### src/rtl/xnor_lfsr.sv
// Two-tap XNOR-feedback LFSR. It either shifts in an external bit (load_mode=1)
// or free-runs on its own prediction (load_mode=0).
module xnor_lfsr #(
    parameter int WIDTH = 7,
    parameter int TAP_A = 7,
    parameter int TAP_B = 6
) (
    input  logic             clk,
    input  logic             rst,
    input  logic             step,
    input  logic             load_mode,
    input  logic             sin,
    output logic [WIDTH-1:0] state,
    output logic             pred
);

    assign pred = ~(state[TAP_A-1] ^ state[TAP_B-1]);

    // NOTE: registers use non-blocking assignments so every flop samples pre-edge values.
    always_ff @(posedge clk or posedge rst) begin
        if (rst) begin
            state <= '0;
        end else if (step) begin
            state <= {state[WIDTH-2:0], load_mode ? sin : pred};
        end
    end

endmodule

### config.mk
export PLATFORM = sky130hd
export DESIGN_NAME = xnor_lfsr
export DESIGN_NICKNAME = d
export VERILOG_FILES = /design/src/rtl/xnor_lfsr.sv
export SDC_FILE = /design/constraint.sdc
export NUM_CORES = 1
export LEC_CHECK = 0
export BUFFER_PORTS_ARGS = -buffer_cell sky130_fd_sc_hd__buf_2
export CAP_MARGIN = 20
export CELL_PAD_IN_SITES_DETAIL_PLACEMENT = 1
export CELL_PAD_IN_SITES_GLOBAL_PLACEMENT = 1
export CORE_AREA = 2 2 39 41
export CTS_BUF_LIST = sky130_fd_sc_hd__clkbuf_16
export CTS_CLUSTER_DIAMETER = 150
export DETAILED_ROUTE_END_ITERATION = 8
export DIE_AREA = 0 0 41 43
export GPL_TIMING_DRIVEN = 0
export PLACE_DENSITY_LB_ADDON = 0.1
export SLEW_MARGIN = 20
export SYNTH_ARGS = -nofsm -noshare
export SYNTH_HDL_FRONTEND = slang
export SYNTH_SLANG_ARGS = --single-unit
### constraint.sdc
create_clock -name clk -period 1.86 [get_ports clk]
set_input_delay 0.093 -clock clk [delete_from_list [all_inputs] [get_ports clk]]
set_output_delay 0.093 -clock clk [all_outputs]
set_load 0.02 [all_outputs]
==> flow_metrics.tcl <==
set metrics [dict create \
    crit_fanout 4 \
    r2r_cells 3 \
    worst_slack_ns 0.734 \
    area_growth_pct 58.7 \
    avgRoutedWirePerCell_um 10.5 \
    synth_xor_area_share_pct 3.14 \
    maxCapViolations 0 \
    gp_congestion 0.625 \
    synth_top_family_by_area "multiplexers" \
    combPwrFrac_pct 33.7 \
    hold-path-endpoint "state[0]$_DFFE_PP0P_" \
    syn_avg_cell_area_um2 14.7 \
    r2r_end "state[0]$_DFFE_PP0P_" \
    min_from "step" \
    cp_slowest_cell "dfrtp_1" \
    finalSetupTns_ns 0 \
    post_cts_buffers 0 \
    top_regs "state (7)" \
    seq_area_frac_synth_pct 62.8 \
    netlist_instances 19 \
    ys_ff_latch 7 \
    power_density_mw_per_mm2 2160 \
    ys_types 8 \
    ir_drop_uv 650 \
    viasPerCell 3.76 \
    cts.sinks 7 \
    rows 14 \
    p_leak_nw 0.206 \
    switching_share_pct 33.2 \
    hold_buffers 1 \
    setup_viol 0 \
    cts_buffers 3 \
    regMostFlops "state" \
    crit_path_max_incr_delay_ns 0.40 \
    ant_nets 0 \
    critPathRequiredTime_ns 1.77 \
    dr.pass1.iters 1 \
    via_count 192 \
    drt_iter0_markers 0 \
    synth_compound_area_share_pct 1.79 \
    skew_ns 0.000231 \
    synth_top_area_share_pct 62.8 \
    die_w_um 41 \
    rsz0062_at_grt "false" \
    grt_start_max_net_pins 9 \
    die_h_um 43 \
    ios 13 \
    crit_path_end_kind "output pin" \
    synthAdderAreaFrac_pct 0 \
    cts.clk_slew.worst_paths_ns 0.04 \
    yosysWarnings 0 \
    worstReg2RegStart "state[5]$_DFFE_PP0P_" \
    crit_chain "xnor2_1, buf_2" \
    grt_pass1_vias 199 \
    slew_headroom_pct 82.7 \
    p_clk_share_pct 37.3 \
    core_mm2 0.00138 \
    synth-simple-area-share_pct 1.35 \
    htreeDepth 1 \
    p_sw_mw 0.318 \
    dpl_worst_slack_ns 0.915 \
    intPower_mw 0.640 \
    status "finished clean" \
    synth_fp_nets 24 \
    criticalPathCategory "reg2out" \
    fmax_mhz 888 \
    portBuffers 11 \
    die_area_mm2 0.00176 \
    drv_slew 0 \
    grt_overflow 0 \
    cts_root_buffer "clkbuf_16" \
    drive_above_1_share_pct 60.0 \
    r2r_slack_ns 0.94 \
    cts.path.max_buffers 2 \
    hold_depth 2 \
    worstMarginPinSlew_ns 0.260 \
    grt_pass1_wl_um 828 \
    netlist_top_cells_area "dfrtp_1 63%, mux2_2 24%, mux2i_1 3.6%" \
    synth_mux_area_share_pct 27.8 \
    largest_reg_flops 7 \
    drcViolationCount 0 \
    crit_arrival_ns 1.03 \
    yosysTopAreaCell "dfrtp_1" \
    diodes 0 \
    p_total_mw 0.958 \
    finalCritPeriodShare_pct 60.5 \
    hold_viol 0 \
    track_usage_pct 7.78 \
    syn_area_um2 279 \
    antenna_found_initial 0 \
    fin_nets 41 \
    start_util_pct 20.2 \
    routed_wirelength_um 534 \
    cp-start-kind "flop" \
    cts_tree "done" \
    min_period_ns 1.13 \
    clock_latency_ns 0.23 \
    hold_class "in2reg" \
    cts-resized-gates 0 \
    p_seq_share_pct 28.9 \
]
## cell families after synthesis
kind of cell | after synthesis
and+or+nand+nor | 1
DFF | 7
xor gates and xnor gates | 1
buffers and inverters | 2
AOI/OAI and AO/OA | 1
muxes | 7
## cells in the final DEF, fill, tap and decap left out, drive strengths merged
cell type	instances
xnor2	1
a21oi	1
nor2	1
inv	2
mux2	6
mux2i	1
buf	12
dlygate4sd3	1
clkbuf	3
dfrtp	7
## power by group through the flow
stage          combinational [mW]  sequential (mW)  clock [mW]
6_report                    0.323            0.277       0.358
5_1_grt                     0.349            0.292       0.378
4_1_cts                     0.331            0.280       0.366
3_5_place_dp                0.329            0.282           0
3_3_place_gp                0.325            0.279           0
2_1_floorplan               0.125            0.366           0
## per-layer routing
metal / global-route usage [%] / part of all wire [%] / up-vias
met2: 9.38 / 48 / 10
li1: - / - / 94
met5: 0 / 0 / -
met1: 8.20 / 41 / 88
met3: 5.24 / 11 / 0
met4: 8.00 / 0 / 0
## synth_stat cells
cell	instances
a21oi_1	1
inv_1	1
mux2_2	6
buf_2	1
nor2_1	1
dfrtp_1	7
xnor2_1	1
mux2i_1	1
## worst max-delay path, delay by kind of cell (launching register included)
family | cells | cell delay (ns)
xor gates and xnor gates | 1 | 0.21
DFF | 1 | 0.40
buffers and inverters | 1 | 0.20
## how the worst max path moves through the flow
stage                                     from                   end  slack (ns)  depth (start not counted)
final                     state[5]$_DFFE_PP0P_                  pred        0.73                          2
after global routing      state[5]$_DFFE_PP0P_                  pred        0.68                          2
after CTS                 state[5]$_DFFE_PP0P_                  pred        0.71                          2
after detailed placement  state[5]$_DFFE_PP0P_  state[0]$_DFFE_PP0P_        0.92                          3
after global placement    state[5]$_DFFE_PP0P_  state[0]$_DFFE_PP0P_        0.95                          3
after floorplan           state[5]$_DFFE_PP0P_  state[0]$_DFFE_PP0P_        0.58                          3
## stage by stage
step	hold slack (ns)	utilization (%)	cell area [um^2]	cells
global route	0.194	32.0	443	51
finish	0.171	32.0	443	51
detailed placement	0.0403	25.6	354	46
CTS	0.174	32.0	443	51
floorplan	-0.104	-	279	19
global placement	0.0341	25.6	354	46
## area by class of cell
class	instances	area, um^2
inverters	1	3.75
repair buffers	12	65.1
fillers	164	941
flip-flops and latches	7	175
clock buffers	3	75.1
well taps	16	20.0
plain buffers	1	5.00
clock inverters	1	3.75
multi-input cells	10	95.1
Note: power is estimated with default switching activity, not from simulation.
